==> config.mk <==
export PLATFORM = sky130hd
export DESIGN_NAME = click_decoder_flat
export DESIGN_NICKNAME = d
export VERILOG_FILES = /design/src/rtl/click_decoder_if.sv /design/src/rtl/click_decoder.sv /design/src/flat_wrapper.sv
export SDC_FILE = /design/constraint.sdc
export NUM_CORES = 1
export LEC_CHECK = 0
export ABC_AREA = 0
export ABC_CLOCK_PERIOD_IN_PS = 2550
export BUFFER_PORTS_ARGS = -buffer_cell sky130_fd_sc_hd__buf_4
export CAP_MARGIN = 5
export CORE_MARGIN = 4
export CORE_UTILIZATION = 50
export DETAILED_ROUTE_END_ITERATION = 12
export GPL_ROUTABILITY_DRIVEN = 1
export PLACE_DENSITY = 0.78
export RECOVER_POWER = 25
export SLEW_MARGIN = 10
export SYNTH_ARGS = -nofsm -noshare
export SYNTH_HDL_FRONTEND = slang
export SYNTH_SLANG_ARGS = --single-unit
export TNS_END_PERCENT = 10
==> constraint.sdc <==
create_clock -name clk -period 2.55 [get_ports clk]
set_input_delay 0.255 -clock clk [delete_from_list [all_inputs] [get_ports clk]]
set_output_delay 0.255 -clock clk [all_outputs]
set_load 0.02 [all_outputs]
==> src/rtl/click_decoder_if.sv <==
// -----------------------------------------------------------------------------
// click_decoder_if
// Valid/ready event channel carrying one decoded click group.
//   evt_valid    : event pending (producer -> consumer)
//   evt_ready    : consumer accepts the pending event this cycle
//   evt_count    : clicks in the group, 1..MAX_CLICKS, stable while evt_valid
//   evt_overflow : group saw more presses than MAX_CLICKS, stable while evt_valid
// Modports: master = event producer (click_decoder), slave = event consumer.
// -----------------------------------------------------------------------------
interface click_decoder_if;
  logic       evt_valid;
  logic       evt_ready;
  logic [2:0] evt_count;
  logic       evt_overflow;

  modport master (
    output evt_valid,
    output evt_count,
    output evt_overflow,
    input  evt_ready
  );

  modport slave (
    input  evt_valid,
    input  evt_count,
    input  evt_overflow,
    output evt_ready
  );
endinterface

==> src/rtl/click_decoder.sv <==
// -----------------------------------------------------------------------------
// click_decoder
// Groups single-cycle debounced press pulses that arrive within WINDOW idle
// cycles of each other into one click event (single/double/triple...), and
// hands each event downstream over a valid/ready channel.
// Ports:
//   clk     : system clock, posedge
//   rst_n   : asynchronous active-low reset
//   flag    : debounced press pulse, one cycle per press
//   dropped : one-cycle pulse, a press was discarded while an event was pending
//   evt     : event channel (master side): evt_valid/evt_count/evt_overflow out,
//             evt_ready in
// Parameters:
//   WINDOW     : max idle cycles between presses of one group (2..2^24-1)
//   MAX_CLICKS : saturation count per group (1..7)
// -----------------------------------------------------------------------------
module click_decoder #(
  parameter int WINDOW     = 10_000_000,
  parameter int MAX_CLICKS = 3
) (
  input  logic             clk,
  input  logic             rst_n,
  input  logic             flag,
  output logic             dropped,
  click_decoder_if.master  evt
);

  localparam logic [23:0] LAST_TICK = 24'(WINDOW - 1);
  localparam logic [2:0]  MAX_CNT   = 3'(MAX_CLICKS);

  typedef enum logic [1:0] {
    IDLE   = 2'd0,
    GATHER = 2'd1,
    PEND   = 2'd2
  } state_t;

  state_t      state_r;
  logic [23:0] timer_r;
  logic [2:0]  count_r;
  logic        overflow_r;
  logic        evt_valid_r;
  logic [2:0]  evt_count_r;
  logic        evt_overflow_r;
  logic        dropped_r;

  // Group-gathering FSM with all outputs registered.
  always_ff @(posedge clk or negedge rst_n) begin
    if (!rst_n) begin
      state_r        <= IDLE;
      timer_r        <= 24'd0;
      count_r        <= 3'd0;
      overflow_r     <= 1'b0;
      evt_valid_r    <= 1'b0;
      evt_count_r    <= 3'd0;
      evt_overflow_r <= 1'b0;
      dropped_r      <= 1'b0;
    end else begin
      dropped_r <= 1'b0;
      case (state_r)
        IDLE: begin
          if (flag) begin
            count_r    <= 3'd1;
            overflow_r <= 1'b0;
            timer_r    <= 24'd0;
            state_r    <= GATHER;
          end else begin
            state_r <= IDLE;
          end
        end

        GATHER: begin
          // A press always wins over window expiry in the same cycle.
          if (flag) begin
            if (count_r < MAX_CNT) begin
              count_r <= count_r + 3'd1;
            end else begin
              overflow_r <= 1'b1;
            end
            timer_r <= 24'd0;
          end else if (timer_r == LAST_TICK) begin
            state_r        <= PEND;
            timer_r        <= 24'd0;
            evt_valid_r    <= 1'b1;
            evt_count_r    <= count_r;
            evt_overflow_r <= overflow_r;
          end else begin
            timer_r <= timer_r + 24'd1;
          end
        end

        PEND: begin
          // Presses while an event is outstanding are discarded, including
          // the accepting cycle, and never open a new group.
          if (flag) begin
            dropped_r <= 1'b1;
          end else begin
            dropped_r <= 1'b0;
          end
          if (evt.evt_ready) begin
            evt_valid_r <= 1'b0;
            state_r     <= IDLE;
          end else begin
            state_r <= PEND;
          end
        end

        default: begin
          state_r     <= IDLE;
          timer_r     <= 24'd0;
          count_r     <= 3'd0;
          overflow_r  <= 1'b0;
          evt_valid_r <= 1'b0;
        end
      endcase
    end
  end

  assign evt.evt_valid    = evt_valid_r;
  assign evt.evt_count    = evt_count_r;
  assign evt.evt_overflow = evt_overflow_r;
  assign dropped          = dropped_r;

endmodule

==> src/flat_wrapper.sv <==
// flat-port wrapper written by rule: the top's interface ports become plain ports
module click_decoder_flat 
#(
  parameter int WINDOW     = 10_000_000,
  parameter int MAX_CLICKS = 3
)
  (clk, rst_n, flag, dropped, evt_evt_valid, evt_evt_count, evt_evt_overflow, evt_evt_ready);
  click_decoder_if evt_i ();
  input  logic clk;
  input  logic rst_n;
  input  logic flag;
  output logic dropped;
  output wire logic [$bits(evt_i.evt_valid)-1:0] evt_evt_valid;
  output wire logic [$bits(evt_i.evt_count)-1:0] evt_evt_count;
  output wire logic [$bits(evt_i.evt_overflow)-1:0] evt_evt_overflow;
  input wire logic [$bits(evt_i.evt_ready)-1:0] evt_evt_ready;
  assign evt_evt_valid = evt_i.evt_valid;
  assign evt_evt_count = evt_i.evt_count;
  assign evt_evt_overflow = evt_i.evt_overflow;
  assign evt_i.evt_ready = evt_evt_ready;
  click_decoder #(.WINDOW(WINDOW), .MAX_CLICKS(MAX_CLICKS)) u_core (.clk(clk), .rst_n(rst_n), .flag(flag), .dropped(dropped), .evt(evt_i));
endmodule
==> metrics, run 1 <==
outcome completed; Int Pwr ~1.1 mW; vias in the first global route 1423; height of the die 70.7 µm; sequential fraction of the synthesis area a little under half; Slew Limit Fails 0; die width 70.7 µm; initial antenna violation count 0; Crit path required time between 2 and 3 ns; yosys warns 0; leakage 0.953 nW; total wire length 3880 µm; CP max stage delay between 0.4 and 0.5 ns; highest-delay cell along the critical path or4b_4; FP Rows 22; Max-Cap Viols 0; Sw Share a little over a fifth; Clock Power Share about half; routed via count 1610; Sequential Power Share a little over two fifths; Worst Tran Pin Value ~0.86 ns; # diodes 0; clock tree from TritonCTS built; worst-path fanout max 5; Final GP Congestion about 0.80; Die Area 0.00500 mm²; Num CTS Buffers 5; Fmax 465 MHz; Fillers between 300 and 400; largest net degree at the start of global routing 37; arrival time worst endpoint about 2.3 ns; H-tree levels 2; Syn Area/Cell around 9.4 µm²; Util after Layout about three fifths; grt ovf 0; syn_nets between 200 and 250; Synth Register Bits 36; share of layout cells above drive strength 1 between 10% and 20%; clk slew on worst S/H paths around 0.080 ns; Hold Violations, Final 0; Crit. End Element flop; nets 224; maximum vdd drop ~0.00028 V; CP Class reg2reg; Core Region 0.00374 mm²; first-pass GRT wire length 6650 µm; post-DR vias/cell 6.03; worst-path cell chain ha_1, and4_4, or4b_4, or2_4, nor2_8, mux2_4; starting density of the core 52.5%; NetSw between 300 and 400 µW; Cell Area, Synth slightly below 0.002 mm²; library cells used by synthesis 43; Syn-to-layout area delta 12.6%; DP HPWL between 2000 and 3000 µm; DR WL/cell around 15 µm; Post-CTS Repair Setup Buffers 0; Routed Antenna Nets 0; drt initial violations between 150 and 200; Pwr Density between 600 and 700 mW/mm²; Tot GR Track Use 16.5%; logic gate share of total power 7.7%; # DRC 0; post-cts repair resize count 0; Setup violations, final 0; worst hold path class in2reg; Final period util between 80% and 90%; root buf cell clkbuf_8; Tmin final around 2.1 ns; clk sinks 36; unrepaired setup endpoints after global routing false; TritonRoute pass-1 iters 4; TNS Setup 0 ns; CP Launch Type flop; Setup Skew approximately 0.0057 ns; Skew-Pair Late Insertion Delay 0.29 ns; Rel. slew slack between 40% and 50%; CTS Buffer Depth 2; Gate Count Post-Synth 210; PortBufs 9; number of I/O pins 10; Power Total about 1.4 mW
==> stage by stage <==
stage | hold WS, ns | setup slack [ns] | cell area, µm² | cells
after floorplan | -0.0406 | 0.487 | 1970 | 210
after global placement | 0.233 | 0.448 | 2050 | 258
after detailed placement | 0.234 | 0.399 | 2050 | 258
after CTS | 0.156 | 0.394 | 2220 | 267
after global routing | 0.161 | 0.320 | 2210 | 267
final | 0.158 | 0.401 | 2210 | 267
==> power groups by stage <==
stage          registers [mW]  clock network, mW  logic (mW)
2_1_floorplan           0.629                  0      0.0853
3_3_place_gp            0.637                  0       0.108
3_5_place_dp            0.639                  0       0.112
4_1_cts                 0.628              0.710       0.113
5_1_grt                 0.634              0.738       0.129
6_report                0.628              0.701       0.111
==> worst paths after layout <==
kind	to	from	slack [ns]	cells after the start
max reg2reg	u_core.evt.evt_count[1]$_DFFE_PN0P_	u_core.timer_r[0]$_DFFE_PN0P_	0.40	6
min in group asynchronous	u_core.timer_r[19]$_DFFE_PN0P_	rst_n	0.60	2
min	u_core.state_r[1]$_DFFE_PN0P_	evt_evt_ready	0.16	2
max in group asynchronous	u_core.count_r[0]$_DFFE_PN0P_	rst_n	1.41	2
max	u_core.evt.evt_count[1]$_DFFE_PN0P_	u_core.timer_r[0]$_DFFE_PN0P_	0.40	6
min reg2reg	u_core.evt.evt_valid$_DFFE_PN0P_	u_core.evt.evt_valid$_DFFE_PN0P_	0.50	1
==> cell families after synthesis <==
logic type,share of synthesized area [%]
AO/OA/AOI/OAI,18.1
XOR/XNOR,1.78
adder cells (fa/ha/maj),1.27
buffers and inverters,4.26
flip-flops,45.8
multiplexers,4.14
AND/OR/NAND/NOR,24.6
==> state kept, by name, indices dropped and copies added, names as in the netlist <==
signal and flops:
u_core.overflow_r 1, u_core.evt.evt_count 3, u_core.evt.evt_overflow 1, u_core.state_r 2
u_core.dropped 1, u_core.evt.evt_valid 1, u_core.count_r 3, u_core.timer_r 24
==> Yosys cell counts <==
cell type	instances	area, µm²
mux2i_1	1	10.0
o31ai_1	1	7.51
nor2b_1	1	6.26
a21oi_1	15	75.1
o21ai_0	18	90.1
buf_6	2	22.5
mux2_4	4	60.1
nor4_1	2	12.5
or2_2	2	12.5
a41oi_1	4	35.0
nand4_1	6	37.5
mux2_2	1	11.3
nand2_1	17	63.8
nor2_2	1	6.26
and4_1	3	26.3
and2_2	2	15.0
buf_2	1	5.00
a22o_1	1	8.76
and3_1	6	37.5
nand2b_1	2	12.5
a22oi_1	1	7.51
o21a_4	1	15.0
nor2_1	14	52.6
and2_1	3	18.8
a21o_1	1	7.51
ha_1	2	25.0
a31oi_1	13	81.3
nor3b_1	2	15.0
xnor2_1	4	35.0
nand3_1	10	50.1
a21o_2	1	8.76
or4b_4	1	13.8
nand3b_1	2	15.0
clkbuf_1	7	26.3
nor4b_1	2	17.5
inv_1	8	30.0
dfrtp_1	36	901
nor3_1	6	30.0
o22ai_1	2	12.5
or2_4	1	8.76
nor2_8	1	20.0
and4_4	1	11.3
o211ai_1	1	7.51
==> per-layer routing <==
metal  part of all wire [%]  routed length, µm  global-route usage [%]  vias to the layer above
li1                       -                  -                       -                      791
met1                     49               1910                    23.8                      778
met2                     45               1730                    23.9                       33
met3                    4.7                181                    4.26                        8
met4                    1.6                 61                    5.85                        0
met5                      0                  0                       0                        -
==> worst max-delay path: cells and delay by family, from the launching register on <==
kind / cells / cell delay [ns]
DFF: 1 / 0.37
and+or+nand+nor: 4 / 1.14
muxes: 1 / 0.31
adders and majority gates: 1 / 0.22
==> repair_timing <==
action,4_1_cts,5_1_grt
setup endpoints to repair,0,0
endpoints found under the hold margin,36,0
hold buffers,1,0
==> cells in the final DEF, fill, tap and decap left out, drive strengths merged <==
master       synthesis  final
dlygate4sd3          0      1
nor3                 6      6
o22ai                2      2
nand2b               2      2
mux2i                1      1
o211ai               1      1
a21o                 2      2
nor2                16     16
bufinv               0      3
nor4                 2      2
a21oi               15     15
a41oi                4      4
a22o                 1      1
mux2                 5      5
o21ai               18     18
nand4                6      6
or2                  3      3
nor3b                2      2
clkbuf               7      6
xnor2                4      4
nand3b               2      2
inv                  8      8
nand2               17     17
nor4b                2      2
a22oi                1      1
buf                  3      9
nand3               10     10
and4                 4      4
o31ai                1      1
o21a                 1      1
and2                 5      5
dfrtp               36     36
or4b                 1      1
and3                 6      6
a31oi               13     13
nor2b                1      1
ha                   2      2
==> area by class of cell <==
class	count	area (µm²)	area share [%]
inverter	8	30.0	1.36
tap	48	60.1	2.71
sequential	36	901	40.7
timing repair buffer	11	82.6	3.73
clock inverter	3	90.1	4.07
multi-input combinational	156	981	44.3
clock buffer	5	68.8	3.11
(Power assumes the default switching activity.)
==> run 2, diff against run 1 <==
--- a/config.mk
+++ b/config.mk
@@ -6,14 +6,14 @@
 export NUM_CORES = 1
 export LEC_CHECK = 0
 export ABC_AREA = 0
-export ABC_CLOCK_PERIOD_IN_PS = 2550
+export ABC_CLOCK_PERIOD_IN_PS = 1800
 export BUFFER_PORTS_ARGS = -buffer_cell sky130_fd_sc_hd__buf_4
 export CAP_MARGIN = 5
 export CORE_MARGIN = 4
 export CORE_UTILIZATION = 50
 export DETAILED_ROUTE_END_ITERATION = 12
 export GPL_ROUTABILITY_DRIVEN = 1
-export PLACE_DENSITY = 0.78
+export PLACE_DENSITY = 0.81
 export RECOVER_POWER = 25
 export SLEW_MARGIN = 10
 export SYNTH_ARGS = -nofsm -noshare
==> constraint.sdc (replaced) <==
create_clock -name clk -period 1.8 [get_ports clk]
set_input_delay 0.18 -clock clk [delete_from_list [all_inputs] [get_ports clk]]
set_output_delay 0.18 -clock clk [all_outputs]
set_load 0.02 [all_outputs]
==> run 2 against run 1 <==
Compared with the run above:
- the flow now finishes with violations (setup timing)
- wire length rose by 11%
- cell count rose by 9.7%
- clock-buffer cell count rose by 2
- sequential power rose by 41%
- largest power group is now sequential cells
- highest routed layer unchanged
==> metrics, run 2 (synthesis results as in run 1) <==
CP Class reg2reg; Largest register FFs 24 (unchanged); Reg-to-Reg Start u_core.timer_r[0]$_DFFE_PN0P_; Core Region 0.00374 mm² (unchanged); Hold Crit Start evt_evt_ready; NetSw 414 µW (+33%); share of layout cells above drive strength 1 26.1% (+11 points); Setup violations, final 28 (+28); CP Launch Type flop; unrepaired setup endpoints after global routing true; failing checks setup timing; Final period util 114% (+30 points); first-pass GRT wire length 7830 µm (+18%); Biggest register u_core.timer_r; CTS Buffer Depth 2 (unchanged); Die Area 0.00500 mm² (unchanged); setup ws final -0.259 ns (-0.660 ns); root buf cell clkbuf_8; maximum vdd drop 0.000472 V (+67%); Skew-Pair Late Insertion Delay 0.29 ns (about the same); Sequential Power Share 52.7% (+9.1 points); Rel. slew slack 41.8% (-0.77 points); Fmax 486 MHz (+4.4%); Worst Tran Pin Value 0.873 ns (+0.0115 ns); TritonRoute pass-1 iters 4 (unchanged); height of the die 70.7 µm (unchanged); FP Rows 22 (unchanged); Tot GR Track Use 19.5% (+3.0 points); largest net degree at the start of global routing 37 (unchanged); TNS Setup -4.10 ns (-4.10 ns); starting density of the core 52.5% (unchanged); clk sinks 36 (unchanged); arrival time worst endpoint 2.23 ns (-0.10 ns); Slew Limit Fails 0 (unchanged); pre-CTS WS -0.249 ns (-0.648 ns); PortBufs 9 (unchanged); DP HPWL 3100 µm (+14%); clk slew on worst S/H paths 0.07 ns (about the same); Final GP Congestion 0.840 (+5.4%); worst hold path class in2reg; Worst Setup SP u_core.timer_r[0]$_DFFE_PN0P_; Crit. End Element flop; grt ovf 0 (unchanged); Sw Share 24.7% (+3.1 points); Clock Power Share 36.2% (-12 points); drt initial violations 170 (-1.7%); Pwr Density 708 mW/mm² (+8.7%); Num CTS Buffers 5 (unchanged); most frequent cells in the layout buf_4, dfrtp_1, o21ai_0, nand2_1, nor2_1; logic gate share of total power 11.1% (+3.4 points); # diodes 0 (unchanged); Crit path required time 1.97 ns (-0.76 ns); Max-Cap Viols 0 (unchanged); leakage 1.07 nW (+12%); outcome finished with violations; # DRC 0 (unchanged); post-DR vias/cell 5.90 (-2.1%); R2R setup slack -0.26 ns (-0.66 ns); total wire length 4320 µm (+11%); worst-path fanout max 5 (unchanged); vias in the first global route 1700 (+19%); Hold Violations, Final 0 (unchanged); Int Pwr 1.27 mW (+12%); Tmin final 2.06 ns (-0.0898 ns); die width 70.7 µm (unchanged); Setup Skew 0.00662 ns (+0.000956 ns); nets 251 (+12%); clock tree from TritonCTS built; number of I/O pins 10 (unchanged); H-tree levels 2 (unchanged); Syn-to-layout area delta 20.8%; crit path to u_core.evt.evt_count[0]$_DFFE_PN0P_; worst reg-to-reg path cell count 6 (unchanged); R2R Path End u_core.evt.evt_count[0]$_DFFE_PN0P_; DR WL/cell 14.7 µm (+1.3%); routed via count 1729 (+7.4%); initial antenna violation count 0 (unchanged); Routed Antenna Nets 0 (unchanged)
-- run 2: how the worst min path moves through the flow --
| stage | to | slack [ns] | cells after the start |
|---|---|---|---|
| floorplan | u_core.count_r[0]$_DFFE_PN0P_ | -0.12 | 0 |
| detailed placement | u_core.timer_r[2]$_DFFE_PN0P_ | 0.16 | 1 |
| CTS | u_core.state_r[1]$_DFFE_PN0P_ | 0.09 | 2 |
| global route | u_core.state_r[1]$_DFFE_PN0P_ | 0.09 | 2 |
| global placement | u_core.overflow_r$_DFFE_PN0P_ | 0.17 | 1 |
| finish | u_core.state_r[1]$_DFFE_PN0P_ | 0.1 | 2 |
-- run 2: timing repair --
action	CTS	global route
gates cloned	0	0
endpoints found under the setup margin	28	28
endpoints found under the hold margin	36	0
hold buffers	1	0
pin swaps	4	2
gates resized for setup	4	1
setup buffers	0	2
-- run 2: worst max-delay path: stages (launching register included) --
cell and delay (ns):
dfrtp_1 0.36, ha_2 0.18, and4_4 0.23, or4b_4 0.47
or2_4 0.27, nor2_8 0.13, mux2_4 0.31
-- run 2: final cells by class --
class / count / area [µm²]
inverters: 8 / 30.0
well taps: 48 / 60.1
repair buffers: 38 / 285
clock buffers: 7 / 96.3
multi-input cells: 156 / 1000
fillers: 324 / 1370
flip-flops and latches: 36 / 901
-- run 2: metal layers --
layer	global-route usage [%]	up-vias	wire length (µm)
met4	7.52	0	85
met3	4.83	9	250
met2	30.8	45	2060
li1	-	844	-
met5	0	-	0
met1	25.8	831	1920
-- run 2: power by group through the flow --
| stage | Sequential (mW) | Clock [mW] | Combinational [mW] |
|---|---|---|---|
| 2_1_floorplan | 0.891 | 0 | 0.121 |
| 5_1_grt | 0.890 | 0.664 | 0.210 |
| 6_report | 0.886 | 0.609 | 0.186 |
| 4_1_cts | 0.886 | 0.623 | 0.185 |
| 3_3_place_gp | 0.897 | 0 | 0.174 |
| 3_5_place_dp | 0.901 | 0 | 0.182 |
-- run 2: per-stage QoR --
step	hold slack (ns)	power (mW)	instance area [µm²]	utilization, %	cells
after floorplan	-0.116	1.01	1970	-	210
after global placement	0.166	1.07	2240	59.8	283
after detailed placement	0.162	1.08	2240	59.8	283
after CTS	0.0909	1.69	2360	63.0	291
after global routing	0.0886	1.76	2370	63.4	293
final	0.0968	1.68	2370	63.4	293
==> run 3, diff against run 2 <==
--- a/config.mk
+++ b/config.mk
@@ -7,13 +7,14 @@
 export LEC_CHECK = 0
 export ABC_AREA = 0
 export ABC_CLOCK_PERIOD_IN_PS = 1800
-export BUFFER_PORTS_ARGS = -buffer_cell sky130_fd_sc_hd__buf_4
 export CAP_MARGIN = 5
 export CORE_MARGIN = 4
 export CORE_UTILIZATION = 50
 export DETAILED_ROUTE_END_ITERATION = 12
+export DONT_BUFFER_PORTS = 1
 export GPL_ROUTABILITY_DRIVEN = 1
-export PLACE_DENSITY = 0.81
+export MAX_ROUTING_LAYER = met4
+export PLACE_DENSITY = 0.79
 export RECOVER_POWER = 25
 export SLEW_MARGIN = 10
 export SYNTH_ARGS = -nofsm -noshare
==> run 3 against run 2 <==
Compared with the run above:
- the run still ends with setup timing left
- register-to-register slack hardly changed
- sequential power barely moved
- worst setup slack lost 0.0022 ns
- global-route usage is 1.5 points higher
- flip-flop and latch count is the same
- die area did not move
- first-iteration DRC count is 27% lower
- via count grew 0.29%
- critical endpoint is now u_core.evt.evt_count[2]$_DFFE_PN0P_
- highest routed layer unchanged
==> metrics, run 3 (synthesis results as in run 1) <==
Final GP Congestion 0.852 (+1.5%); commonest non-fill, non-tap cell in the layout dfrtp_1; NetSw 471 µW (+14%); Clock Power Share 40.1% (+3.9 points); TritonRoute pass-1 iters 4 (unchanged); Hold WS 0.00519 ns (-0.0916 ns); Reg-to-Reg Start u_core.timer_r[1]$_DFFE_PN0P_; die width 70.7 µm (unchanged); Int Pwr 1.34 mW (+6.0%); highest-delay cell along the critical path or4b_4; nets 246 (-2.0%); # diodes 0 (unchanged); Core Region 0.00374 mm² (unchanged); Worst Path Buf+Inv 0 (unchanged); Skew-Pair Late Insertion Delay 0.30 ns (about the same); Power Total 1.81 mW (+7.9%); Setup Skew 0.0100 ns (+0.00343 ns); clk sinks 36 (unchanged); Biggest register u_core.timer_r; failing checks setup timing; logic gate share of total power 11.0% (about the same); CP Launch Type flop; crit path to u_core.evt.evt_count[2]$_DFFE_PN0P_; outcome finished with violations; Sequential Power Share 48.9% (-3.8 points); unrepaired setup endpoints after global routing true; share of layout cells above drive strength 1 25.7% (-0.40 points); CP Class reg2reg; clk slew on worst S/H paths 0.08 ns (about the same); arrival time worst endpoint 2.25 ns (+0.02 ns); DP HPWL 3020 µm (-2.5%); PortBufs 0 (-9); Final period util 115% (+0.12 points); worst-path fanout max 5 (unchanged); Post-DP Area 0.00216 mm² (-3.4%); height of the die 70.7 µm (unchanged); cell family with most CP delay simple AND/OR/NAND/NOR gates; CTS Buffer Depth 2 (unchanged); worst hold path class in2reg; Die Area 0.00500 mm² (unchanged); Fillers 310 (-4.3%); worst-path cell chain ha_2, and4_4, or4b_4, or2_4, nor2_8, mux2_4; number of I/O pins 10 (unchanged); first-pass GRT wire length 8100 µm (+3.4%); maximum vdd drop 0.000598 V (+27%); Crit. End Element flop; most frequent cells in the layout dfrtp_1, buf_4, nand2_1, o21ai_0, nor2_1; post-DR vias/cell 6.00 (+1.7%); H-tree levels 2 (unchanged); Pwr Density 763 mW/mm² (+7.8%); vias in the first global route 1685 (-0.88%); worst reg-to-reg path cell count 6 (unchanged); Fmax 485 MHz (-0.10%); Setup violations, final 27 (-3.6%); Worst Setup SP u_core.timer_r[1]$_DFFE_PN0P_; FP Rows 22 (unchanged); Rel. slew slack 40.7% (-1.1 points); total wire length 4780 µm (+11%); initial antenna violation count 0 (unchanged); Tot GR Track Use 21.0% (+1.5 points); leakage 1.04 nW (-2.3%); clock tree from TritonCTS built; # DRC 0 (unchanged); Largest register FFs 24 (unchanged); drt initial violations 124 (-27%); Max-Cap Viols 0 (unchanged); Sw Share 26.0% (+1.3 points); largest net degree at the start of global routing 37 (unchanged); Tmin final 2.06 ns (+0.00215 ns); R2R setup slack -0.26 ns (about the same); setup ws final -0.262 ns (-0.00216 ns); Util after Layout 63.5% (about the same); Crit path required time 1.99 ns (+0.02 ns); CP max stage delay 0.47 ns (about the same); Worst Tran Pin Value 0.890 ns (+0.0167 ns); Num CTS Buffers 5 (unchanged); Syn-to-layout area delta 20.9% (about the same); Routed Antenna Nets 0 (unchanged); R2R Path End u_core.evt.evt_count[2]$_DFFE_PN0P_; final instance area 0.00238 mm² (about the same); root buf cell clkbuf_8; DR WL/cell 16.6 µm (+12%); routed via count 1734 (+0.29%); starting density of the core 52.5% (unchanged); WP depth 6 (unchanged); Hold Violations, Final 0 (unchanged); Slew Limit Fails 0 (unchanged); grt ovf 0 (unchanged); pre-CTS WS -0.301 ns (-0.0519 ns)
run 3: area by class of cell:
cell class,instances,area [µm²],area share [%]
multi-input combinational,156,1020,43.1
sequential,36,901,37.9
timing repair buffer,33,250,10.5
clock buffer,5,68.8,2.90
tap,48,60.1,2.53
clock inverter,3,42.5,1.79
inverter,8,30.0,1.26
run 3: worst min path at each step:
stage                      from                            end  slack, ns  cells past startpoint
final                      flag  u_core.state_r[0]$_DFFE_PN0P_      0.005                      2
after floorplan           rst_n  u_core.count_r[0]$_DFFE_PN0P_      -0.12                      0
after global routing       flag  u_core.state_r[0]$_DFFE_PN0P_       0.04                      2
after CTS                  flag  u_core.state_r[0]$_DFFE_PN0P_      0.007                      2
after detailed placement  rst_n  u_core.overflow_r$_DFFE_PN0P_      -0.11                      0
after global placement    rst_n  u_core.timer_r[0]$_DFFE_PN0P_      -0.11                      0
run 3: through the flow:
stage / instances / TNS (ns)
6_report: 289 / -4.11
5_1_grt: 289 / -6.39
2_1_floorplan: 210 / -3.39
4_1_cts: 286 / -3.83
3_3_place_gp: 273 / -3.53
3_5_place_dp: 273 / -4.71
run 3: repair_timing:
action                                 CTS  global route
gates resized for setup                  3             6
pin swaps                                7             4
setup endpoints to repair               28            28
endpoints found under the hold margin   37             0
buffers inserted                         2             3
hold buffers                             3             0
run 3: power groups by stage:
stage / sequential (mW) / combinational, mW / clock [mW]
after floorplan: 0.891 / 0.121 / 0
after global placement: 0.898 / 0.150 / 0
after detailed placement: 0.901 / 0.158 / 0
after CTS: 0.884 / 0.190 / 0.734
after global routing: 0.892 / 0.225 / 0.774
final: 0.887 / 0.199 / 0.728
run 3: metal layers:
layer / track usage (%) / vias to the layer above / part of all wire [%]
li1: - / 832 / -
met1: 27.3 / 835 / 43
met2: 30.8 / 57 / 50
met3: 5.40 / 10 / 5.5
met4: 9.39 / 0 / 2.3
met5: - / - / 0
